## config.mk

```make
export PLATFORM = sky130hd
export DESIGN_NAME = my_univ_shreg
export DESIGN_NICKNAME = d
export VERILOG_FILES = /design/src/rtl/my_univ_shreg.sv
export SDC_FILE = /design/constraint.sdc
export NUM_CORES = 1
export LEC_CHECK = 0
export CAP_MARGIN = 20
export CELL_PAD_IN_SITES_DETAIL_PLACEMENT = 1
export CELL_PAD_IN_SITES_GLOBAL_PLACEMENT = 1
export CORE_MARGIN = 1.5
export CORE_UTILIZATION = 41
export CTS_BUF_LIST = sky130_fd_sc_hd__clkbuf_8
export CTS_CLUSTER_DIAMETER = 60
export DETAILED_ROUTE_END_ITERATION = 16
export PLACE_DENSITY_LB_ADDON = 0.12
export SLEW_MARGIN = 20
export SYNTH_ARGS = -nofsm -noshare
export SYNTH_HDL_FRONTEND = slang
export SYNTH_SLANG_ARGS = --single-unit
export TNS_END_PERCENT = 1
```

## constraint.sdc

```tcl
create_clock -name CLK -period 2.85 [get_ports CLK]
set_input_delay 0.57 -clock CLK [delete_from_list [all_inputs] [get_ports CLK]]
set_output_delay 0.57 -clock CLK [all_outputs]
set_load 0.03 [all_outputs]
```

## src/rtl/my_univ_shreg.sv

```systemverilog
// my_univ_shreg: WIDTH-bit universal register (hold / shift right /
// shift left / parallel load) with synchronous set, asynchronous clear
// and a multi-step shift/rotate engine that runs AMT steps, one per clock.
//
// Launch/complete protocol: START is sampled only while the engine is idle
// (dbg_state_o == IDLE) and only acts when MODE is 01 or 10. It is a
// request that is always accepted on the edge where it is seen. BUSY is
// high while further steps remain after the launch edge. DONE is a single
// registered pulse in the cycle after the final step (or after the launch
// edge when AMT is 0 or 1). SET or CLRn abort a run with no DONE.
module my_univ_shreg #(
   parameter int WIDTH = 8,
   parameter int AMT_W = 3
) (
   input  logic             CLK,
   input  logic             CLRn,
   input  logic             SET,
   input  logic [1:0]       MODE,
   input  logic             ROT,
   input  logic             SIN_R,
   input  logic             SIN_L,
   input  logic [WIDTH-1:0] D,
   input  logic             START,
   input  logic [AMT_W-1:0] AMT,
   output logic [WIDTH-1:0] Q,
   output logic             BUSY,
   output logic             DONE,
   output logic             dbg_state_o
);

   localparam logic ST_IDLE  = 1'b0;
   localparam logic ST_SHIFT = 1'b1;

   localparam logic [1:0] MODE_HOLD  = 2'b00;
   localparam logic [1:0] MODE_RIGHT = 2'b01;
   localparam logic [1:0] MODE_LEFT  = 2'b10;
   localparam logic [1:0] MODE_LOAD  = 2'b11;

   logic [WIDTH-1:0] q_q, q_d;
   logic             state_q, state_d;
   logic             left_q, left_d;
   logic             rot_q, rot_d;
   logic [AMT_W-1:0] cnt_q, cnt_d;
   logic             busy_q, busy_d;
   logic             done_q, done_d;

   // One shift step; serial inputs are taken live from the ports.
   function automatic logic [WIDTH-1:0] step_fn(input logic [WIDTH-1:0] v,
                                                input logic left,
                                                input logic rot,
                                                input logic sin_r,
                                                input logic sin_l);
      logic fill;
      if (left) begin
         fill = rot ? v[WIDTH-1] : sin_l;
         return {v[WIDTH-2:0], fill};
      end else begin
         fill = rot ? v[0] : sin_r;
         return {fill, v[WIDTH-1:1]};
      end
   endfunction

   // Next-state logic: SET beats an active run, which beats MODE.
   always_comb begin
      q_d     = q_q;
      state_d = state_q;
      left_d  = left_q;
      rot_d   = rot_q;
      cnt_d   = cnt_q;
      busy_d  = busy_q;
      done_d  = 1'b0;
      if (SET) begin
         q_d     = {WIDTH{1'b1}};
         state_d = ST_IDLE;
         busy_d  = 1'b0;
         cnt_d   = '0;
      end else if (state_q == ST_SHIFT) begin
         q_d = step_fn(q_q, left_q, rot_q, SIN_R, SIN_L);
         if (cnt_q == AMT_W'(1)) begin
            state_d = ST_IDLE;
            busy_d  = 1'b0;
            done_d  = 1'b1;
            cnt_d   = '0;
         end else begin
            cnt_d = cnt_q - AMT_W'(1);
         end
      end else if (START && (MODE == MODE_RIGHT || MODE == MODE_LEFT)) begin
         left_d = (MODE == MODE_LEFT);
         rot_d  = ROT;
         if (AMT != '0) begin
            q_d = step_fn(q_q, MODE == MODE_LEFT, ROT, SIN_R, SIN_L);
         end
         if (AMT <= AMT_W'(1)) begin
            done_d = 1'b1;
         end else begin
            state_d = ST_SHIFT;
            busy_d  = 1'b1;
            cnt_d   = AMT - AMT_W'(1);
         end
      end else begin
         case (MODE)
            MODE_RIGHT: q_d = step_fn(q_q, 1'b0, ROT, SIN_R, SIN_L);
            MODE_LEFT:  q_d = step_fn(q_q, 1'b1, ROT, SIN_R, SIN_L);
            MODE_LOAD:  q_d = D;
            MODE_HOLD:  q_d = q_q;
            default:    q_d = q_q;
         endcase
      end
   end

   // State registers with asynchronous active-low clear.
   always_ff @(posedge CLK or negedge CLRn) begin
      if (!CLRn) begin
         q_q     <= '0;
         state_q <= ST_IDLE;
         left_q  <= 1'b0;
         rot_q   <= 1'b0;
         cnt_q   <= '0;
         busy_q  <= 1'b0;
         done_q  <= 1'b0;
      end else begin
         q_q     <= q_d;
         state_q <= state_d;
         left_q  <= left_d;
         rot_q   <= rot_d;
         cnt_q   <= cnt_d;
         busy_q  <= busy_d;
         done_q  <= done_d;
      end
   end

   assign Q           = q_q;
   assign BUSY        = busy_q;
   assign DONE        = done_q;
   assign dbg_state_o = state_q;

endmodule

```

; Yosys cells after proc, flatten, opt, wreduce, memory -nomap -nowiden
; Index checks and enable logic that the tools add are counted.
[word_totals]
register_bits = 16
in_bits = 20
output_inout_bits = 11
elab_cells = 60
[classes]
n_addsub = 2
n_lt_le_gt_ge = 1
eq_ne = 8
muxes = 31
n_bitwise = 2
reduce_logical = 9
[ops]
columns = cell, count
row1 = 2-to-1 mux 8 bit, 6
row2 = one-hot mux 8 bit (3 select lines), 1
row3 = 2-to-1 mux 1 bit, 19
row4 = 2-to-1 mux 3 bit, 5
row5 = AND reduction 3 bit, 2
row6 = nonzero test 3 bit, 2
row7 = "subtractor 3 x 1 -> 3 bit, second input constant", 2
row8 = "equality test 2 bit, second input constant", 2
row9 = "inequality test 4 x 3 -> 1 bit, second input constant", 1
row10 = "inequality test 4 bit, second input constant", 1
row11 = AND reduction 2 bit, 2
row12 = "equality test 3 x 1 -> 1 bit, second input constant", 1
row13 = "less-or-equal comparator 3 x 1 -> 1 bit, second input constant", 1
row14 = "inequality test 3 x 2 -> 1 bit, second input constant", 1
row15 = "inequality test 3 bit, second input constant", 1
row16 = "equality test 2 x 1 -> 1 bit, second input constant", 1
row17 = logical NOT 2 bit, 1
row18 = NOT 1 bit, 2
row19 = logical AND 1 bit, 1
row20 = logical OR 1 bit, 1

; Depth between registers and ports, before layout
[logic_depth]
word_depth = 6
depth_mapped = 8
mapped_depth_nobuf = 7

; Worst setup path before layout
; OpenSTA, ideal clock, no wires.
[synth_timing]
path_kind = input port to flip-flop
startpoint = in MODE[0]
endpoint = reg q_q[6], in the netlist Q[6]
setup_time_ns = 0.135
arrival_ns = 1.770
t_required_ns = 2.715
slack_ns = 0.945
stages = 6
n_path_buf = 0
path_cell_list = inv_1 > ha_1 > a21boi_4 > nor3b_1 > a2111oi_1 > o31ai_1
[synth_between]
elab_chain_cells = 6
word_cells_on_any_way = 15
[synth_rtl]
columns = element, line_no
row1 = from (decl), 18  ; input logic [1:0] MODE,
row2 = equality test 2 bit or equality test 2 x 1 -> 1 bit (tied branches), "87, 91, 101"
row3 = 2-to-1 mux 8 bit or logical OR 1 bit (tied branches), "54, 87"
row4 = 2-to-1 mux 8 bit or logical AND 1 bit (tied branches), "90, 87"
row5 = 2-to-1 mux 8 bit, 87  ; end else if (START && (MODE == MODE_RIGHT || MODE == MODE_LEFT)) begin
row6 = 2-to-1 mux 8 bit, 77  ; end else if (state_q == ST_SHIFT) begin
row7 = 2-to-1 mux 8 bit, 72  ; if (SET) begin
row8 = to (signal assigned), 122  ; q_q <= q_d;
row9 = to (decl), 39  ; logic [WIDTH-1:0] q_q, q_d;
; Parallel ways exist; a longest one is shown, timed or not. The select of a mux whose other input is x is not followed.
; A chain may end at the register's enable or synchronous reset.

; Worst setup path after layout
[layout_timing]
startpoint = in MODE[1]
endpoint = reg q_q[1], in the netlist Q[1]
; Same word-level chain as after synthesis.

==> report_table.html <==
<table>
<tr><th>Metric</th><th>Value</th></tr>
<tr><th colspan="2">Clock tree</th></tr>
<tr><td>Number of clock sinks</td><td>16</td></tr>
<tr><td>Clock Root Buffer</td><td>sky130_fd_sc_hd__clkbuf_8</td></tr>
<tr><td>Buffers from clock root to sink, at most</td><td>2</td></tr>
<tr><td>Deepest level of the CTS H-tree</td><td>1</td></tr>
<tr><td>Clock-pin transition on the worst setup and hold timing paths</td><td>80 ps</td></tr>
<tr><td>Number of buffers inserted by post-CTS setup repair</td><td>0</td></tr>
<tr><td>CTS buffer count</td><td>3</td></tr>
<tr><td>CTS tree</td><td>built</td></tr>
<tr><td>Hold buffers post-CTS</td><td>0</td></tr>
<tr><td>Post-CTS sizing</td><td>0</td></tr>
<tr><td>Clock latency reported for the late side of the worst-skew pair</td><td>260 ps</td></tr>
<tr><th colspan="2">Setup path</th></tr>
<tr><td>Startpoint-to-endpoint class of the critical path</td><td>in -&gt; reg</td></tr>
<tr><td>Critical path data arrival time</td><td>2560 ps</td></tr>
<tr><td>Worst-case register-to-register setup slack</td><td>1110 ps</td></tr>
<tr><td>Kind of end point of the critical path</td><td>flop</td></tr>
<tr><td>Startpoint of the worst register-to-register path</td><td>dbg_state_o</td></tr>
<tr><td>Number of cells traversed by the worst register-to-register path</td><td>4</td></tr>
<tr><td>Element type at the critical path start</td><td>input pin</td></tr>
<tr><td>Crit path max fanout</td><td>8</td></tr>
<tr><td>Worst R2R End</td><td>Q[1]</td></tr>
<tr><td>Required time of the critical path</td><td>2990 ps</td></tr>
<tr><th colspan="2">Hold path</th></tr>
<tr><td>Startpoint of the tightest hold check path</td><td>cnt_q[0]</td></tr>
<tr><td>Path category of the worst min-delay check</td><td>reg -&gt; reg</td></tr>
<tr><td>Worst hold path stage count</td><td>1</td></tr>
<tr><td>Worst hold endpoint</td><td>cnt_q[0]</td></tr>
<tr><th colspan="2">GRT</th></tr>
<tr><td>Wire length of the first global-routing pass</td><td>6.08 mm</td></tr>
<tr><td>Vias in the first global route</td><td>1328</td></tr>
<tr><td>Maximum number of pins on one net before global-route repair</td><td>22</td></tr>
<tr><td>Overflow left after global routing</td><td>0</td></tr>
<tr><td>Number of antenna violations at the first check in global routing</td><td>0</td></tr>
<tr><td>Global Route met3 Usage</td><td>3.49%</td></tr>
<tr><td>GR Layer Usage met2</td><td>42.1%</td></tr>
<tr><td>GRT Max-Usage Layer</td><td>met2</td></tr>
<tr><td>Global routing met1 resource utilization</td><td>26.9%</td></tr>
<tr><td>Overall fraction of global-route tracks in use</td><td>22.6%</td></tr>
<tr><th colspan="2">Logic synthesis</th></tr>
<tr><td>Number of synthesized flops with an enable pin</td><td>0</td></tr>
<tr><td>Portion of the post-synthesis area used by sequential elements</td><td>30.9%</td></tr>
<tr><td>Proportion of register bits with asynchronous set or reset after synthesis</td><td>100%</td></tr>
<tr><td>Number of distinct library cell variants in the gate-level netlist after synthesis</td><td>41</td></tr>
<tr><td>Share of the synthesized area in the top cell type</td><td>30.9%</td></tr>
<tr><td>Synth Register Bits</td><td>16</td></tr>
<tr><td>Largest cells by area after synthesis</td><td>sky130_fd_sc_hd__dfrtp_1 31%, sky130_fd_sc_hd__ha_1 7.7%, sky130_fd_sc_hd__nand2_1 4.4%</td></tr>
<tr><td>Post-Syn Nets</td><td>172</td></tr>
<tr><td>Area leader, netlist</td><td>sky130_fd_sc_hd__dfrtp_1</td></tr>
<tr><td>Mean Syn Cell Area</td><td>8.98 µm²</td></tr>
<tr><td>Synth Instances</td><td>144</td></tr>
<tr><td>Ys flop type</td><td>sky130_fd_sc_hd__dfrtp_1</td></tr>
<tr><td>Area of the mapped netlist</td><td>1290 µm²</td></tr>
<tr><td>Synth warnings</td><td>0</td></tr>
<tr><th colspan="2">Final layout</th></tr>
<tr><td>Number of fill cells</td><td>374</td></tr>
<tr><td># nets final</td><td>201</td></tr>
<tr><td>Multi-input gate area in the final layout</td><td>796 µm²</td></tr>
<tr><td>Synth-to-layout area growth</td><td>27.7%</td></tr>
<tr><td>Share of final-layout standard cells stronger than drive strength 1</td><td>8.14%</td></tr>
<tr><td>Seq. cell area</td><td>400 µm²</td></tr>
<tr><td>Util after Layout</td><td>54.5%</td></tr>
<tr><td>Ant. Diodes</td><td>0</td></tr>
<tr><td>Commonest non-fill, non-tap cells in the layout</td><td>30 x sky130_fd_sc_hd__clkdlybuf4s50_1, 16 x sky130_fd_sc_hd__dfrtp_1, 15 x sky130_fd_sc_hd__nor2_1, 15 x sky130_fd_sc_hd__nand2_1, 10 x sky130_fd_sc_hd__inv_1</td></tr>
<tr><td>Non-Filler Instances</td><td>216</td></tr>
<tr><td>Most common cell after layout, fill and taps aside</td><td>sky130_fd_sc_hd__clkdlybuf4s50_1</td></tr>
<tr><td>Final cell area excluding filler cells</td><td>1650 µm²</td></tr>
<tr><th colspan="2">Die</th></tr>
<tr><td>Total number of placement rows</td><td>20</td></tr>
<tr><td>Initial core utilization</td><td>42.7%</td></tr>
<tr><td>Die W</td><td>59.2 µm</td></tr>
<tr><td>Area of the die</td><td>3500 µm²</td></tr>
<tr><td>DIE HEIGHT</td><td>59.2 µm</td></tr>
<tr><td>Std-Cell Core Area</td><td>3030 µm²</td></tr>
<tr><td>Number of primary I/O pins</td><td>31</td></tr>
<tr><th colspan="2">STA</th></tr>
<tr><td>Number of setup violations in the final report</td><td>0</td></tr>
<tr><td>Maximum frequency from static timing analysis</td><td>0.414 GHz</td></tr>
<tr><td>Worst slew margin relative to its limit</td><td>46.3%</td></tr>
<tr><td>Worst clock skew on the final layout</td><td>10.9 ps</td></tr>
<tr><td>RSZ-0062 raised after global routing</td><td>false</td></tr>
<tr><td>Ratio of final minimum period to clock period</td><td>84.8%</td></tr>
<tr><td>Hold Violations, Final</td><td>0</td></tr>
<tr><td>Worst Max-Slew Pin Slew</td><td>802 ps</td></tr>
<tr><td>Max Transition Viols Final</td><td>0</td></tr>
<tr><td>Final critical path time including I/O delays and setup</td><td>2420 ps</td></tr>
<tr><td>Setup TNS after final layout</td><td>0 ps</td></tr>
<tr><th colspan="2">Routing</th></tr>
<tr><td>Remaining design rule violation count</td><td>0</td></tr>
<tr><td>Number of vias after detailed routing</td><td>1239</td></tr>
<tr><td>Wirelength, routed</td><td>3.64 mm</td></tr>
<tr><td>Via density per instance</td><td>5.74</td></tr>
<tr><td>Iteration count of the initial detailed-routing pass</td><td>4</td></tr>
<tr><td>Routed wire per std cell</td><td>16.8 µm</td></tr>
<tr><td>DRC violation total after the first TritonRoute iteration</td><td>47</td></tr>
<tr><td>Remaining antenna violation count</td><td>0</td></tr>
<tr><th colspan="2">Placed design</th></tr>
<tr><td>Instance area after placement</td><td>1600 µm²</td></tr>
<tr><td>Placed cell count</td><td>212</td></tr>
<tr><td>Weighted congestion reported at the end of routability-driven placement</td><td>0.837</td></tr>
<tr><td>Total of buffers placed on input and output ports</td><td>30</td></tr>
<tr><td>Post-DP HPWL</td><td>2.66 mm</td></tr>
<tr><th colspan="2">Pwr</th></tr>
<tr><td>Leakage dissipation</td><td>0.681 nW</td></tr>
<tr><td>Pwr per Cell Area</td><td>508 nW/µm²</td></tr>
<tr><td>Worst supply voltage drop on vdd</td><td>0.000271 V</td></tr>
<tr><th colspan="2">Run</th></tr>
<tr><td>Number of maximum-capacitance constraint violations</td><td>0</td></tr>
<tr><th colspan="2">Outcome</th></tr>
<tr><td>Run status</td><td>finished clean</td></tr>
</table>
## registers in the layout (all words and copies together), names as in the netlist
register and flops:
DONE 1, Q 8, rot_q 1, cnt_q 3, BUSY 1, dbg_state_o 1, left_q 1
## area by class of cell
| type | count | share of cell area, % |
|---|---|---|
| Sequential cell | 16 | 24.2 |
| Clock buffer | 4 | 3.33 |
| Tap cell | 44 | 3.33 |
| Timing Repair Buffer | 31 | 18.6 |
| Inverter | 10 | 2.27 |
| Multi-Input combinational cell | 111 | 48.2 |
## cell usage after synthesis (all sizes together) (2+ instances only)
library cell and number:
o211ai 2, nor3b 2, dfrtp 16, nand2 15
mux2 4, and2 4, o22ai 4, ha 8
a22o 2, a211oi 6, nor2 17, mux2i 4
nor2b 3, o31ai 6, a31oi 3, a2111oi 6
a21o 3, o211a 2, buf 6, a21oi 4
inv 10
## worst max-delay path: stages
cell	delay (ps)
sky130_fd_sc_hd__clkdlybuf4s50_1	530
sky130_fd_sc_hd__inv_1	60
sky130_fd_sc_hd__ha_1	410
sky130_fd_sc_hd__nand2_1	240
sky130_fd_sc_hd__nand2_1	160
sky130_fd_sc_hd__a2111oi_0	480
sky130_fd_sc_hd__o31ai_1	110
## per-stage QoR
step	setup WS [ps]	power (mW)	hold WS (ps)
after floorplan	945	0.505	274
after global placement	236	0.612	515
after detailed placement	131	0.623	527
after CTS	418	0.838	542
after global routing	241	0.882	586
final	432	0.839	540
## worst max-delay path by stage
stage | startpoint | endpoint | slack (ps) | cells past startpoint
CTS | MODE[1] | Q[1] | 420 | 7
global placement | MODE[1] | Q[1] | 240 | 7
global route | MODE[1] | Q[4] | 240 | 7
detailed placement | MODE[1] | Q[1] | 130 | 7
floorplan | MODE[0] | Q[6] | 940 | 6
finish | MODE[1] | Q[1] | 430 | 7
## layer usage
layer / up-vias / wire, µm
li1: 591 / -
met1: 617 / 1630
met2: 26 / 1850
met3: 5 / 130
met4: 0 / 23
met5: - / 0
## logic make-up after synthesis
logic type	Yosys count	share of synthesized area [%]
simple gates	51	20.4
compound gates	44	26.8
buf+inv	17	7.54
flops	16	30.9
mux	8	6.58
fa+ha+maj	8	7.74
## where the power goes
| group | internal [mW] | leakage, nW | switching, mW |
|---|---|---|---|
| logic | 0.145 | 0.463 | 0.154 |
| clock network | 0.123 | 0.0288 | 0.0953 |
| registers | 0.261 | 0.189 | 0.0603 |
| total | 0.529 | 0.681 | 0.309 |
No activity file was read; power rests on OpenSTA's default activity.
